--- src/rtl/draw_bg_pkg.sv ---
// Shared types, colour constants and brightness scaling for the background/fade block.
package draw_bg_pkg;

   typedef enum logic [1:0] {SCR_IDLE = 2'd0, SCR_SINGLE = 2'd1, SCR_MULTI = 2'd2, SCR_RSVD = 2'd3} screen_t;
   typedef enum logic [1:0] {SHOW = 2'd0, FADE_OUT = 2'd1, FADE_IN = 2'd2} fade_state_t;

   localparam logic [11:0] COL_BLACK   = 12'h000;
   localparam logic [11:0] COL_WHITE   = 12'hfff;
   localparam logic [11:0] COL_FIELD_L = 12'h02f;
   localparam logic [11:0] COL_FIELD_R = 12'h20f;
   localparam logic [11:0] COL_GREY    = 12'h555;
   localparam logic [11:0] COL_YELLOW  = 12'hff0;
   localparam logic [11:0] COL_RED     = 12'hf00;
   localparam logic [11:0] COL_GREEN   = 12'h0f0;

   localparam logic [4:0] LEVEL_MAX = 5'd16;

   typedef struct packed {
      logic [10:0] vcount;
      logic [10:0] hcount;
      logic        vsync;
      logic        hsync;
      logic        vblnk;
      logic        hblnk;
   } timing_t;

   // Per-channel (c*level)>>4; level 16 passes the colour unchanged.
   function automatic logic [11:0] scale_rgb(input logic [11:0] rgb, input logic [4:0] level);
      logic [8:0] p_r, p_g, p_b;
      p_r = {5'd0, rgb[11:8]} * {4'd0, level};
      p_g = {5'd0, rgb[7:4]}  * {4'd0, level};
      p_b = {5'd0, rgb[3:0]}  * {4'd0, level};
      return {4'(p_r >> 4), 4'(p_g >> 4), 4'(p_b >> 4)};
   endfunction

endpackage

--- src/rtl/draw_bg_fade_if.sv ---
// VGA timing bundle without colour (from the timing generator) and with colour (rgb pipeline).
interface vga_if_no_rgb;
   logic [10:0] vcount;
   logic [10:0] hcount;
   logic        vsync;
   logic        hsync;
   logic        vblnk;
   logic        hblnk;

   modport master (output vcount, hcount, vsync, hsync, vblnk, hblnk);
   modport bg_in  (input  vcount, hcount, vsync, hsync, vblnk, hblnk);
endinterface

interface vga_if;
   logic [10:0] vcount;
   logic [10:0] hcount;
   logic        vsync;
   logic        hsync;
   logic        vblnk;
   logic        hblnk;
   logic [11:0] rgb;

   modport out  (output vcount, hcount, vsync, hsync, vblnk, hblnk, rgb);
   modport sink (input  vcount, hcount, vsync, hsync, vblnk, hblnk, rgb);
endinterface

--- src/rtl/draw_bg_fade_ctrl.sv ---
// Fade controller: frame tick detect, frame divider, fade FSM, target/level/cur_screen registers.
module bg_fade_ctrl
   import draw_bg_pkg::*;
#(
   parameter int FADE_FRAMES = 2
) (
   input  logic       clk65MHz,
   input  logic       rst,
   input  logic       vblnk,
   input  logic [1:0] screen_sel,
   output screen_t    cur_screen,
   output logic [4:0] level,
   output logic       fade_busy
);

   localparam int             FCNT_W = (FADE_FRAMES > 1) ? $clog2(FADE_FRAMES) : 1;
   localparam logic [FCNT_W-1:0] FMAX = FCNT_W'(FADE_FRAMES - 1);

   fade_state_t       state, state_nxt;
   screen_t           target, target_nxt, cur_nxt;
   logic [4:0]        level_nxt;
   logic [FCNT_W-1:0] fcnt, fcnt_nxt;
   logic              vblnk_d, tick, step;

   always_ff @(posedge clk65MHz) begin
      if (rst) begin
         vblnk_d    <= 1'b0;
         fcnt       <= '0;
         state      <= SHOW;
         target     <= SCR_IDLE;
         level      <= LEVEL_MAX;
         cur_screen <= SCR_IDLE;
      end else begin
         vblnk_d    <= vblnk;
         fcnt       <= fcnt_nxt;
         state      <= state_nxt;
         target     <= target_nxt;
         level      <= level_nxt;
         cur_screen <= cur_nxt;
      end
   end

   // cur_screen/level move only on a tick, which lands inside vertical blanking.
   always_comb begin
      tick       = vblnk & ~vblnk_d;
      step       = tick && (fcnt == FMAX);
      target_nxt = (screen_sel != 2'd3) ? screen_t'(screen_sel) : target;
      state_nxt  = state;
      level_nxt  = level;
      cur_nxt    = cur_screen;
      fcnt_nxt   = fcnt;
      if (tick) begin
         fcnt_nxt = step ? '0 : fcnt + FCNT_W'(1);
         case (state)
            SHOW: begin
               if (target != cur_screen) begin
                  state_nxt = FADE_OUT;
                  fcnt_nxt  = '0;
               end
            end
            FADE_OUT: begin
               if (target == cur_screen) begin
                  state_nxt = FADE_IN;
                  fcnt_nxt  = '0;
               end else if (step) begin
                  if (level <= 5'd1) begin
                     level_nxt = 5'd0;
                     cur_nxt   = target;
                     state_nxt = FADE_IN;
                  end else begin
                     level_nxt = level - 5'd1;
                  end
               end
            end
            FADE_IN: begin
               if (step) begin
                  if (level >= 5'd15) begin
                     level_nxt = LEVEL_MAX;
                     state_nxt = (target == cur_screen) ? SHOW : FADE_OUT;
                  end else begin
                     level_nxt = level + 5'd1;
                  end
               end
            end
            default: state_nxt = SHOW;
         endcase
      end
   end

   assign fade_busy = (state != SHOW);

endmodule

--- src/rtl/draw_bg_fade.sv ---
// Background generator (IDLE/SINGLE/MULTI) with frame-synchronous fade, 2-stage pipeline.
// Define DRAW_BG_DASHED_NET_EN for a dashed centre net; default build draws a solid net.
module draw_bg_fade
   import draw_bg_pkg::*;
#(
   parameter int HOR_PIXELS  = 1024,
   parameter int VER_PIXELS  = 768,
   parameter int H_START     = 80,
   parameter int H_PIXEL_NO  = 863,
   parameter int V_START     = 80,
   parameter int V_PIXEL_NO  = 607,
   parameter int BAR_TOP     = 51,
   parameter int BAR_BOT     = 717,
   parameter int NET_X0      = 508,
   parameter int NET_W       = 9,
   parameter int NET_DASH    = 16,
   parameter int FADE_FRAMES = 2
) (
   input  logic        clk65MHz,
   input  logic        rst,
   input  logic [1:0]  screen_sel,
   vga_if_no_rgb.bg_in timing_if,
   vga_if.out          draw_bg_if,
   output logic [1:0]  cur_screen,
   output logic        fade_busy
);

   localparam logic [10:0] H_LAST = 11'(HOR_PIXELS - 1);
   localparam logic [10:0] V_LAST = 11'(VER_PIXELS - 1);
   localparam logic [10:0] WIN_H0 = 11'(H_START);
   localparam logic [10:0] WIN_H1 = 11'(H_PIXEL_NO);
   localparam logic [10:0] WIN_V0 = 11'(V_START);
   localparam logic [10:0] WIN_V1 = 11'(V_PIXEL_NO);
   localparam logic [10:0] BAR_T  = 11'(BAR_TOP);
   localparam logic [10:0] BAR_B  = 11'(BAR_BOT);
   localparam logic [10:0] NET_L  = 11'(NET_X0);
   localparam logic [10:0] NET_R  = 11'(NET_X0 + NET_W);
   localparam int          DASH_SH = $clog2(NET_DASH);
`ifdef DRAW_BG_DASHED_NET_EN
   localparam bit DASHED = 1'b1;
`else
   localparam bit DASHED = 1'b0;
`endif

   screen_t     cur_scr;
   logic [4:0]  level;
   timing_t     tin, s1_t, s2_t;
   logic [11:0] base_rgb, s1_rgb, s2_rgb;
   logic        in_net, net_on;

   bg_fade_ctrl #(.FADE_FRAMES(FADE_FRAMES)) u_ctrl (
      .clk65MHz   (clk65MHz),
      .rst        (rst),
      .vblnk      (timing_if.vblnk),
      .screen_sel (screen_sel),
      .cur_screen (cur_scr),
      .level      (level),
      .fade_busy  (fade_busy)
   );

   assign cur_screen = cur_scr;
   assign tin = {timing_if.vcount, timing_if.hcount, timing_if.vsync,
                 timing_if.hsync, timing_if.vblnk, timing_if.hblnk};

   // Dash phase is a bit of vcount because NET_DASH is a power of two.
   always_comb begin
      in_net   = (tin.hcount >= NET_L) && (tin.hcount < NET_R);
      net_on   = in_net && (!DASHED || !tin.vcount[DASH_SH]);
      base_rgb = COL_BLACK;
      if (!(tin.vblnk || tin.hblnk)) begin
         case (cur_scr)
            SCR_IDLE: begin
               if (tin.vcount == 11'd0)                               base_rgb = COL_YELLOW;
               else if (tin.vcount == V_LAST)                         base_rgb = COL_RED;
               else if (tin.hcount == 11'd0 || tin.hcount == H_LAST)  base_rgb = COL_GREEN;
               else if (tin.hcount >= WIN_H0 && tin.hcount <= WIN_H1 &&
                        tin.vcount >= WIN_V0 && tin.vcount <= WIN_V1) base_rgb = COL_GREY;
               else                                                   base_rgb = COL_FIELD_L;
            end
            SCR_SINGLE, SCR_MULTI: begin
               if (tin.vcount < BAR_T || tin.vcount > BAR_B || net_on) base_rgb = COL_WHITE;
               else if (cur_scr == SCR_MULTI && tin.hcount >= NET_R)   base_rgb = COL_FIELD_R;
               else                                                    base_rgb = COL_FIELD_L;
            end
            default: base_rgb = COL_BLACK;
         endcase
      end
   end

   always_ff @(posedge clk65MHz) begin
      if (rst) begin
         s1_t   <= '0;
         s1_rgb <= '0;
         s2_t   <= '0;
         s2_rgb <= '0;
      end else begin
         s1_t   <= tin;
         s1_rgb <= base_rgb;
         s2_t   <= s1_t;
         s2_rgb <= scale_rgb(s1_rgb, level);
      end
   end

   assign draw_bg_if.vcount = s2_t.vcount;
   assign draw_bg_if.hcount = s2_t.hcount;
   assign draw_bg_if.vsync  = s2_t.vsync;
   assign draw_bg_if.hsync  = s2_t.hsync;
   assign draw_bg_if.vblnk  = s2_t.vblnk;
   assign draw_bg_if.hblnk  = s2_t.hblnk;
   assign draw_bg_if.rgb    = s2_rgb;

endmodule

--- src/flat_wrapper.sv ---
// flat-port wrapper written by rule: the top's interface ports become plain ports
module draw_bg_fade_flat import draw_bg_pkg::*;
#(
   parameter int HOR_PIXELS  = 1024,
   parameter int VER_PIXELS  = 768,
   parameter int H_START     = 80,
   parameter int H_PIXEL_NO  = 863,
   parameter int V_START     = 80,
   parameter int V_PIXEL_NO  = 607,
   parameter int BAR_TOP     = 51,
   parameter int BAR_BOT     = 717,
   parameter int NET_X0      = 508,
   parameter int NET_W       = 9,
   parameter int NET_DASH    = 16,
   parameter int FADE_FRAMES = 2
)
  (clk65MHz, rst, screen_sel, cur_screen, fade_busy, timing_if_vcount, timing_if_hcount, timing_if_vsync, timing_if_hsync, timing_if_vblnk, timing_if_hblnk, draw_bg_if_vcount, draw_bg_if_hcount, draw_bg_if_vsync, draw_bg_if_hsync, draw_bg_if_vblnk, draw_bg_if_hblnk, draw_bg_if_rgb);
  vga_if_no_rgb timing_if_i ();
  vga_if draw_bg_if_i ();
  input  logic clk65MHz;
  input  logic rst;
  input  logic [1:0] screen_sel;
  output logic [1:0] cur_screen;
  output logic fade_busy;
  input wire logic [$bits(timing_if_i.vcount)-1:0] timing_if_vcount;
  input wire logic [$bits(timing_if_i.hcount)-1:0] timing_if_hcount;
  input wire logic [$bits(timing_if_i.vsync)-1:0] timing_if_vsync;
  input wire logic [$bits(timing_if_i.hsync)-1:0] timing_if_hsync;
  input wire logic [$bits(timing_if_i.vblnk)-1:0] timing_if_vblnk;
  input wire logic [$bits(timing_if_i.hblnk)-1:0] timing_if_hblnk;
  output wire logic [$bits(draw_bg_if_i.vcount)-1:0] draw_bg_if_vcount;
  output wire logic [$bits(draw_bg_if_i.hcount)-1:0] draw_bg_if_hcount;
  output wire logic [$bits(draw_bg_if_i.vsync)-1:0] draw_bg_if_vsync;
  output wire logic [$bits(draw_bg_if_i.hsync)-1:0] draw_bg_if_hsync;
  output wire logic [$bits(draw_bg_if_i.vblnk)-1:0] draw_bg_if_vblnk;
  output wire logic [$bits(draw_bg_if_i.hblnk)-1:0] draw_bg_if_hblnk;
  output wire logic [$bits(draw_bg_if_i.rgb)-1:0] draw_bg_if_rgb;
  assign timing_if_i.vcount = timing_if_vcount;
  assign timing_if_i.hcount = timing_if_hcount;
  assign timing_if_i.vsync = timing_if_vsync;
  assign timing_if_i.hsync = timing_if_hsync;
  assign timing_if_i.vblnk = timing_if_vblnk;
  assign timing_if_i.hblnk = timing_if_hblnk;
  assign draw_bg_if_vcount = draw_bg_if_i.vcount;
  assign draw_bg_if_hcount = draw_bg_if_i.hcount;
  assign draw_bg_if_vsync = draw_bg_if_i.vsync;
  assign draw_bg_if_hsync = draw_bg_if_i.hsync;
  assign draw_bg_if_vblnk = draw_bg_if_i.vblnk;
  assign draw_bg_if_hblnk = draw_bg_if_i.hblnk;
  assign draw_bg_if_rgb = draw_bg_if_i.rgb;
  draw_bg_fade #(.HOR_PIXELS(HOR_PIXELS), .VER_PIXELS(VER_PIXELS), .H_START(H_START), .H_PIXEL_NO(H_PIXEL_NO), .V_START(V_START), .V_PIXEL_NO(V_PIXEL_NO), .BAR_TOP(BAR_TOP), .BAR_BOT(BAR_BOT), .NET_X0(NET_X0), .NET_W(NET_W), .NET_DASH(NET_DASH), .FADE_FRAMES(FADE_FRAMES)) u_core (.clk65MHz(clk65MHz), .rst(rst), .screen_sel(screen_sel), .timing_if(timing_if_i), .draw_bg_if(draw_bg_if_i), .cur_screen(cur_screen), .fade_busy(fade_busy));
endmodule
--- config.mk ---
export PLATFORM = sky130hd
export DESIGN_NAME = draw_bg_fade_flat
export DESIGN_NICKNAME = d
export VERILOG_FILES = /design/src/rtl/draw_bg_pkg.sv /design/src/rtl/draw_bg_fade_if.sv /design/src/rtl/draw_bg_fade_ctrl.sv /design/src/rtl/draw_bg_fade.sv /design/src/flat_wrapper.sv
export SDC_FILE = /design/constraint.sdc
export NUM_CORES = 1
export LEC_CHECK = 0
export ABC_AREA = 0
export BUFFER_PORTS_ARGS = -buffer_cell sky130_fd_sc_hd__buf_2
export CAP_MARGIN = 20
export CORE_ASPECT_RATIO = 0.7
export CORE_MARGIN = 2
export CORE_UTILIZATION = 50
export DETAILED_ROUTE_END_ITERATION = 7
export PLACE_DENSITY_LB_ADDON = 0.2
export SLEW_MARGIN = 20
export SYNTH_ARGS = -nofsm -noshare
export SYNTH_HDL_FRONTEND = slang
export SYNTH_SLANG_ARGS = --single-unit
--- constraint.sdc ---
create_clock -name clk65MHz -period 6.15 [get_ports clk65MHz]
set_input_delay 0.9225 -clock clk65MHz [delete_from_list [all_inputs] [get_ports clk65MHz]]
set_output_delay 0.9225 -clock clk65MHz [all_outputs]
set_load 0.01 [all_outputs]
==> flow_summary.yaml, run 1 <==
timing:
  fin_crit_ns: 3.41
  fin_hold_ws_ns: 0.436
  timing.fmax_mhz: 293
  fin_crit_sh_pct: 55.5
  layout_setup_ws_ns: 2.74
  report.final.hold_viol_count: 0
  slew_headroom_pct: 44.4
  fin_tns_setup_ns: 0
  grt_setup_unrepaired: "no"
  setup_violations: 0
  slew_viol_final: 0
  fin_skew_ns: 0.00826
  max_slew.worst_pin.slew_ns: 0.834
yosys:
  synthFlopType: "dfxtp_1"
  synth_top_area_cell: "dfxtp_1"
  yosys.area_share.simple_pct: 24.0
  synth_area_per_cell_sq_um: 9.36
  ys_seq_area_share_pct: 38.6
  synth-xor-area-share_pct: 3.62
  synth-edff-count: 0
  yosys_register_bits: 84
  muxShareOfSynthArea_pct: 0.977
  yosys_warnings: 0
  ys_types: 54
  synth_area_sq_um: 4350
  synthTopCellsByArea: "dfxtp_1 (39%), ha_1 (10%), nor2b_1 (7.8%)"
  synth_top_family_by_area: "simple AND/OR/NAND/NOR gates"
  postSynthCellCount: 465
  async_flop_share_pct: 0
  synth_fa_ha_area_share_pct: 17.0
  syn-num-nets: 545
  synth-compound-area-share_pct: 10.9
  synth_top_area_share_pct: 38.6
placement:
  preCtsSetupSlack_ns: 2.74
  dpl-instance-area_sq_um: 4800
  gp_congestion: 0.847
  numPlacedInstances: 641
  port_buffers: 70
  dp_hpwl_microns: 6180
clocking:
  cts_tree: "done"
  cts-hold-fix-buffers: 0
  cts_max_level: 3
  cts_resized: 0
  numCtsBuffers: 9
  cts_sinks: 84
  clk-insertion-delay-late_ns: 0.34
  path_clk_slew_ns: 0.06
  cts_buffer_depth: 2
  postCtsSetupBuffers: 0
  cts_root_buf: "clkbuf_16"
setup_path:
  critPathBufInv: 2
  crit_type: "flop to flop"
  cpPeakStageDelay_ns: 0.53
  slowest_stage: "fa_1"
  cp-startpoint: "u_core.u_ctrl.level[0]"
  worstPathMaxFanout: 17
  worst_setup_path_start_kind: "flop"
  rr_startpoint: "u_core.u_ctrl.level[0]"
  worstPathArrival_ns: 3.64
  cp.required_ns: 6.38
  path_delay_family: "adder cells"
  path_cells: "and2_1, fa_1, inv_1, fa_1, inv_1, ha_1, and4_1, a31oi_1, o21bai_2, a21oi_1, mux2_2"
  worst_setup_path_end_kind: "flop"
drt:
  wl_per_cell_microns: 12.9
  drtAntennaViolNets: 0
  drtIter0Drc: 157
  drt_wl_total_microns: 8450
  first_pass_iters: 5
  via_per_inst: 4.99
  dr_total_vias: 3278
  drc_errors: 0
layout:
  antennaDiodeCount: 0
  num-nets-final: 612
  drive_above_1_share_pct: 19.0
  utilization_pct: 60.8
  postLayoutCellArea_sq_um: 5140
  area_growth_pct: 18.0
  final_cells: 657
global_routing:
  grt_first_pass_wirelength_microns: 14300
  grtUsageTotal_pct: 19.4
  overflow: 0
  antenna_found_initial: 0
  grt_max_degree: 82
  grt_pass1_vias: 3099
floorplan:
  rows: 28
  die_x_microns: 116
  ioPinCount: 71
  start_util_pct: 51.6
  fp.coreArea_sq_um: 8440
  fp.dieH_microns: 82.1
  die_area_sq_um: 9480
job:
  drv_cap: 0
worst_hold_path:
  min_from: "u_core.s1_t[18]"
  hold_path_class: "flop to flop"
power_and_ir_drop:
  p_leak_nw: 2.56
  peakVddDrop_uv: 200
  totalPowerFinal_mw: 1.24
  power_density_nw_per_um2: 242
outcome:
  status: "finished, final reports clean"
[synth_stat cells, types with 3 or more instances]
cell and instances:
nand2b_1 4, a21oi_1 14, a211oi_1 4, nor2_1 26
fa_1 15, dfxtp_1 84, and2_1 21, nor4_1 5
xnor2_1 12, ha_1 35, nand4_1 5, nor3b_1 3
a32oi_1 3, inv_1 41, nand3_1 12, o21bai_1 3
nor2b_1 54, nand2_1 34, or3_1 4, xor2_1 6
a31oi_1 4, a21o_1 8, o21bai_2 3, o21ai_0 13
clkbuf_1 11
[power by group]
group	leakage, nW	switching [mW]	total, mW	internal [mW]
clock network	0.165	0.222	0.594	0.372
registers	0.690	0.00716	0.571	0.564
logic	1.71	0.0436	0.0777	0.0341
[cell usage in the layout (no fill, tap or decap), types with 6 or more instances in the layout]
cell type / count
dfxtp_1: 84
buf_2: 70
nor2b_1: 54
inv_1: 41
ha_1: 35
nand2_1: 34
nor2_1: 26
and2_1: 21
fa_1: 15
a21oi_1: 14
o21ai_0: 13
nand3_1: 12
xnor2_1: 12
clkbuf_16: 9
a21o_1: 8
xor2_1: 6
[worst register-to-register path: cells and delay by family (launching register included)]
| kind | cells | cell delay [ns] |
|---|---|---|
| flip-flops | 1 | 0.45 |
| AND/OR/NAND/NOR | 2 | 0.42 |
| adder cells (fa/ha/maj) | 3 | 1.33 |
| multiplexers | 1 | 0.34 |
| AO/OA/AOI/OAI | 3 | 0.65 |
| buffers and inverters | 2 | 0.10 |
[routing by layer]
metal | routed length (microns) | track usage, % | vias up
li1 | - | - | 1682
met1 | 4460 | 27.1 | 1506
met2 | 3490 | 28.9 | 80
met3 | 394 | 5.61 | 10
met4 | 107 | 6.14 | 0
met5 | 0 | 0 | -
[cells by family (layout without fill, tap and decap cells)]
| family | count (synthesis) | count (layout) |
|---|---|---|
| adder cells (fa/ha/maj) | 50 | 50 |
| flip-flops | 84 | 84 |
| XOR/XNOR | 18 | 18 |
| AO/OA/AOI/OAI | 68 | 68 |
| multiplexers | 4 | 4 |
| buffers and inverters | 56 | 128 |
| AND/OR/NAND/NOR | 185 | 185 |
[final timing paths]
kind                                               endpoint  slack, ns  cells after the start
worst max-delay path               u_core.draw_bg_if.rgb[6]       2.74                     11
worst min-delay path            u_core.draw_bg_if.vcount[3]       0.44                      1
worst max register to register     u_core.draw_bg_if.rgb[6]       2.74                     11
worst min register to register  u_core.draw_bg_if.vcount[3]       0.44                      1
[registers in the layout, indices dropped and copies added (netlist names)]
name and cells:
u_core.s1_t 26, u_core.draw_bg_if.rgb 12, u_core.draw_bg_if.hcount 11, u_core.draw_bg_if.vcount 11
u_core.s1_rgb 8, u_core.u_ctrl.level 5, u_core.u_ctrl.cur_screen 2, u_core.u_ctrl.state 2
u_core.u_ctrl.target 2, u_core.draw_bg_if.hblnk 1, u_core.draw_bg_if.hsync 1, u_core.draw_bg_if.vblnk 1
u_core.draw_bg_if.vsync 1, u_core.u_ctrl.fcnt 1
[layout make-up]
type	count	area, sq um
Tap cell	120	150
Sequential cell	84	1680
Clock inverter	6	93.8
Inverter	41	154
Timing Repair Buffer	71	358
Fill cell	715	3310
Clock buffer	10	239
Multi-Input combinational cell	325	2460
Power figures use the tool's default switching activity.
==> run 2, diff against run 1 <==
- clock period: 6.15 -> 2.97 ns (I/O delays scaled with it)
==> run 2 against run 1 <==
Net effect:
- critical path depth did not move
- clock power rose by 97%
- die area did not move
- critical path type unchanged
- utilization rose by 1.9 points
- global-route usage rose by 0.90 points
- non-clock buffer count rose by 15
- via count rose by 1.4%
- sequential power rose by 110%
- fmax rose by 14%
- largest cell class unchanged
- cell area rose by 3.1%
- sequential cell count did not move
- the run now ends with setup timing left
==> flow_summary.yaml, run 2 (synthesis gave the netlist of run 1 again) <==
setup_path:
  path_cells: "and2_4, fa_1, inv_2, fa_1, inv_1, ha_1, and4_1, a31oi_2, o21bai_2, a21oi_2, mux2_4"
  worst_setup_path_start_kind: "flop"
  crit_end: "u_core.draw_bg_if.rgb[6]"
  cp-startpoint: "u_core.u_ctrl.level[0]"
  r2r_cells: 11
  worst_setup_path_end_kind: "flop"
  worstPathMaxFanout: 7
  critPathBufInv: 2
  slowest_stage: "fa_1"
  rr_startpoint: "u_core.u_ctrl.level[0]"
  cp.depth: 11
  cp.required_ns: 3.19
  path_delay_family: "adder cells"
  crit_top_cell: "fa_1"
  worstPathArrival_ns: 3.22
  crit_type: "flop to flop"
  reg2reg_to: "u_core.draw_bg_if.rgb[6]"
  cpPeakStageDelay_ns: 0.56
  ff2ff_setup_slack_ns: -0.03
power_and_ir_drop:
  p_sw_share_pct: 23.8
  p_leak_nw: 2.65
  pwr-share-comb_pct: 6.6
  p_int_mw: 1.91
  peakVddDrop_uv: 370
  switching_power_mw: 0.599
  power_density_nw_per_um2: 474
  pwr-share-clk_pct: 46.5
  totalPowerFinal_mw: 2.51
  seq_power_share_pct: 46.9
drt:
  via_per_inst: 4.95
  drtIter0Drc: 193
  drc_errors: 0
  drtAntennaViolNets: 0
  dr_total_vias: 3324
  wl_per_cell_microns: 13.2
  drt_wl_total_microns: 8870
  first_pass_iters: 4
timing:
  slew_viol_final: 0
  grt_setup_unrepaired: "yes"
  setup_violations: 1
  timing.fmax_mhz: 333
  max_slew.worst_pin.slew_ns: 0.621
  layout_setup_ws_ns: -0.0297
  slew_headroom_pct: 58.2
  fin_tns_setup_ns: -0.0297
  fin_crit_sh_pct: 101
  fin_crit_ns: 3.00
  fin_skew_ns: 0.00559
  report.final.hold_viol_count: 0
floorplan:
  die_area_sq_um: 9480
  die_x_microns: 116
  start_util_pct: 51.6
  ioPinCount: 71
  fp.dieH_microns: 82.1
  fp.coreArea_sq_um: 8440
  rows: 28
clocking:
  path_clk_slew_ns: 0.07
  cts_root_buf: "clkbuf_16"
  cts_buffer_depth: 2
  cts_tree: "done"
  cts_sinks: 84
  cts-hold-fix-buffers: 0
  numCtsBuffers: 9
  cts_max_level: 3
  clk-insertion-delay-late_ns: 0.34
global_routing:
  grt_use_met2_pct: 32.7
  grt_use_met3_pct: 5.46
  antenna_found_initial: 0
  grt_max_degree: 41
  grt_first_pass_wirelength_microns: 15000
  grtUsageMet1_pct: 27.4
  grt_busiest_layer: "met2"
  grt_pass1_vias: 3215
  overflow: 0
  grtUsageTotal_pct: 20.3
layout:
  largest_reg_flops: 26
  postLayoutCellArea_sq_um: 5300
  area_growth_pct: 21.6
  fillers: 683
  seq_area_sq_um: 1690
  layout_commonest_cell: "dfxtp_1"
  drive_above_1_share_pct: 23.7
  multi_input_area_sq_um: 2510
  antennaDiodeCount: 0
  mostFrequentLayoutCells: "dfxtp_1 (79), buf_2 (70), nor2b_1 (54), inv_1 (40), ha_1 (35)"
  num-nets-final: 627
  top_register: "u_core.s1_t"
outcome:
  status: "finished with violations"
  failed_checks: "setup timing"
placement:
  dpl-instance-area_sq_um: 4920
  gp_congestion: 0.833
  port_buffers: 70
  dp_hpwl_microns: 6550
job:
  drv_cap: 0
worst_hold_path:
  hold_path_class: "input port to flop"
## run 2: worst min-delay path by stage
stage,start,endpoint,depth (start not counted)
floorplan,u_core.s1_t[0],u_core.draw_bg_if.hblnk,1
global placement,u_core.s1_t[7],u_core.draw_bg_if.hcount[3],1
detailed placement,u_core.s1_t[6],u_core.draw_bg_if.hcount[2],1
CTS,timing_if_hsync,u_core.s1_t[2],2
global route,timing_if_vsync,u_core.s1_t[3],2
finish,timing_if_hsync,u_core.s1_t[2],2
## run 2: what timing repair did
action,in CTS,in global routing
gates resized for setup,2,10
cloned,0,0
endpoints found under the setup margin,2,7
pin swaps,1,6
setup buffers,2,0
## run 2: cell type report
type	count	area share, %
timing repair buffer	86	8.88
tap	120	2.84
clock buffer	9	4.25
sequential	84	32.0
clock inverter	7	1.68
inverter	41	2.91
multi-input combinational	325	47.5
## run 2: layer usage
metal | vias to the layer above | part of all wire [%]
met2 | 80 | 43
met5 | - | 0
met4 | 0 | 0.96
li1 | 1708 | -
met3 | 11 | 4.8
met1 | 1525 | 51
## run 2: per-stage QoR
stage               setup WS (ns)  util, %  instances  hold WS (ns)
floorplan                 -0.0477        -        465         0.414
global placement           0.0508     58.3        654         0.415
detailed placement        -0.0101     58.3        654         0.425
CTS                        0.0107     62.3        672         0.317
global route               -0.126     62.7        672         0.330
finish                    -0.0297     62.7        672         0.327
## run 2: power by group through the flow
stage,clock (mW),combinational (mW),sequential (mW)
floorplan,0,0.0864,1.21
global placement,0,0.160,1.20
detailed placement,0,0.164,1.20
CTS,1.20,0.166,1.18
global route,1.25,0.186,1.18
finish,1.17,0.166,1.18
==> run 3, diff against run 2 <==
--- a/config.mk
+++ b/config.mk
@@ -14,3 +14,3 @@
 export DETAILED_ROUTE_END_ITERATION = 7
-export PLACE_DENSITY_LB_ADDON = 0.2
+export PLACE_DENSITY = 0.83
 export SLEW_MARGIN = 20
==> constraint.sdc (replaced) <==
create_clock -name clk65MHz -period 2.45 [get_ports clk65MHz]
set_input_delay 0.3675 -clock clk65MHz [delete_from_list [all_inputs] [get_ports clk65MHz]]
set_output_delay 0.3675 -clock clk65MHz [all_outputs]
set_load 0.1 [all_outputs]
==> run 3 against run 2 <==
Net effect:
- wire length increased by 12%
- critical endpoint unchanged
- non-clock buffer count increased by 26
- power grew 29%
- setup slack worse by 0.38 ns
- the flow still finishes with violations (setup timing)
==> flow_summary.yaml, run 3 (synthesis gave the netlist of run 1 again) <==
timing:
  fin_crit_sh_pct: 117
  slew_headroom_pct: 57.2
  grt_setup_unrepaired: "yes"
  report.final.hold_viol_count: 0
  fin_tns_setup_ns: -3.37
  setup_violations: 12
  timing.fmax_mhz: 350
  layout_setup_ws_ns: -0.407
  slew_viol_final: 0
  fin_skew_ns: 0.00529
  fin_crit_ns: 2.86
  max_slew.worst_pin.slew_ns: 0.637
layout:
  final_cells: 697
  area_growth_pct: 29.3
  largest_reg_flops: 26
  layout_commonest_cell: "dfxtp_1"
  mostFrequentLayoutCells: "dfxtp_1 (79), buf_2 (70), nor2b_1 (54), inv_1 (37), buf_4 (36)"
  antennaDiodeCount: 0
  postLayoutCellArea_sq_um: 5630
  drive_above_1_share_pct: 30.0
  num-nets-final: 653
  fillers: 654
  top_register: "u_core.s1_t"
setup_path:
  worstPathArrival_ns: 3.08
  worst_setup_path_start_kind: "flop"
  crit_type: "flop to flop"
  cpPeakStageDelay_ns: 0.56
  cp.required_ns: 2.68
  worst_setup_path_end_kind: "flop"
  worstPathMaxFanout: 4
  slowest_stage: "fa_1"
  path_cells: "and2_4, fa_1, inv_2, fa_1, inv_1, ha_1, and4_4, a31oi_4, o21bai_2, a21oi_2, mux2_4"
  crit_top_cell: "fa_1"
power_and_ir_drop:
  totalPowerFinal_mw: 3.25
  power_density_nw_per_um2: 578
  p_leak_nw: 2.81
  peakVddDrop_uv: 466
global_routing:
  grt_max_degree: 49
  grt_pass1_vias: 3547
  grtUsageTotal_pct: 22.7
  overflow: 0
  antenna_found_initial: 0
  grt_first_pass_wirelength_microns: 16500
floorplan:
  fp.dieH_microns: 82.1
  die_area_sq_um: 9480
  die_x_microns: 116
  rows: 28
  start_util_pct: 51.6
  fp.coreArea_sq_um: 8440
  ioPinCount: 71
clocking:
  numCtsBuffers: 9
  cts_max_level: 3
  cts_root_buf: "clkbuf_16"
  clk-insertion-delay-late_ns: 0.34
  cts_sinks: 84
  path_clk_slew_ns: 0.06
  cts_buffer_depth: 2
  cts_tree: "done"
placement:
  port_buffers: 70
  gp_congestion: 0.844
  dp_hpwl_microns: 7160
  preCtsSetupSlack_ns: -0.495
  dpl-instance-area_sq_um: 5110
  numPlacedInstances: 674
outcome:
  status: "finished with violations"
  failed_checks: "setup timing"
drt:
  drt_wl_total_microns: 9970
  via_per_inst: 5.18
  drc_errors: 0
  wl_per_cell_microns: 14.3
  drtAntennaViolNets: 0
  first_pass_iters: 4
  drtIter0Drc: 202
  dr_total_vias: 3607
worst_hold_path:
  hold_path_class: "input port to flop"
job:
  drv_cap: 0
## run 3: changes by cell type in the layout (fill, tap and decap cells not counted), sizes merged
cell | previous run | this run
bufinv | 1 | 2
inv | 46 | 43
clkinv | 0 | 1
buf | 86 | 112
clkbuf | 9 | 10
clkinvlp | 1 | 0
## run 3: layer usage
layer,track usage (%),share of wire [%]
met5,0,0
met2,36.4,46
met3,7.38,7.0
met4,5.90,1.3
met1,29.6,46
## run 3: final cells by class
type / instances / area [sq um] / share of cell area (%)
sequential: 84 / 1690 / 30.1
inverter: 41 / 154 / 2.73
clock buffer: 10 / 239 / 4.25
tap: 120 / 150 / 2.67
multi-input combinational: 325 / 2620 / 46.6
timing repair buffer: 112 / 688 / 12.2
clock inverter: 5 / 83.8 / 1.49
## run 3: final timing paths
kind                          start                  endpoint  slack (ns)  depth (start not counted)
max          u_core.u_ctrl.level[2]  u_core.draw_bg_if.rgb[6]       -0.41                         11
min                 timing_if_hsync            u_core.s1_t[2]        0.24                          2
max reg2reg  u_core.u_ctrl.level[2]  u_core.draw_bg_if.rgb[6]       -0.41                         11
min reg2reg          u_core.s1_t[3]   u_core.draw_bg_if.vsync        0.43                          1
## run 3: stage by stage
step / hold slack, ns / utilization, %
6_report: 0.242 / 66.7
5_1_grt: 0.252 / 66.7
4_1_cts: 0.236 / 65.5
3_5_place_dp: 0.420 / 60.6
3_3_place_gp: 0.416 / 60.6
2_1_floorplan: 0.414 / -
## run 3: worst max-delay path: cells and delay by family, from the launching register on
family          cells  cell delay (ns)
mux                 1             0.31
flops               1             0.34
fa+ha+maj           3             1.31
simple gates        2             0.29
buf+inv             2             0.09
compound gates      3             0.40
## run 3: power by group
part / leakage (nW) / internal, mW / total (mW) / switching [mW]
Combinational: 1.96 / 0.0932 / 0.353 / 0.260
Sequential: 0.693 / 1.41 / 1.43 / 0.0174
Clock: 0.159 / 0.920 / 1.47 / 0.547
Total: 2.81 / 2.43 / 3.25 / 0.824
## run 3: timing repair
item / 4_1_cts / 5_1_grt
endpoints found under the hold margin: 0 / 0
gates resized for setup: 18 / 14
buffers inserted: 5 / 6
cloned: 0 / 0
endpoints found under the setup margin: 12 / 12
pin swaps: 17 / 14
hold buffers: 0 / 0
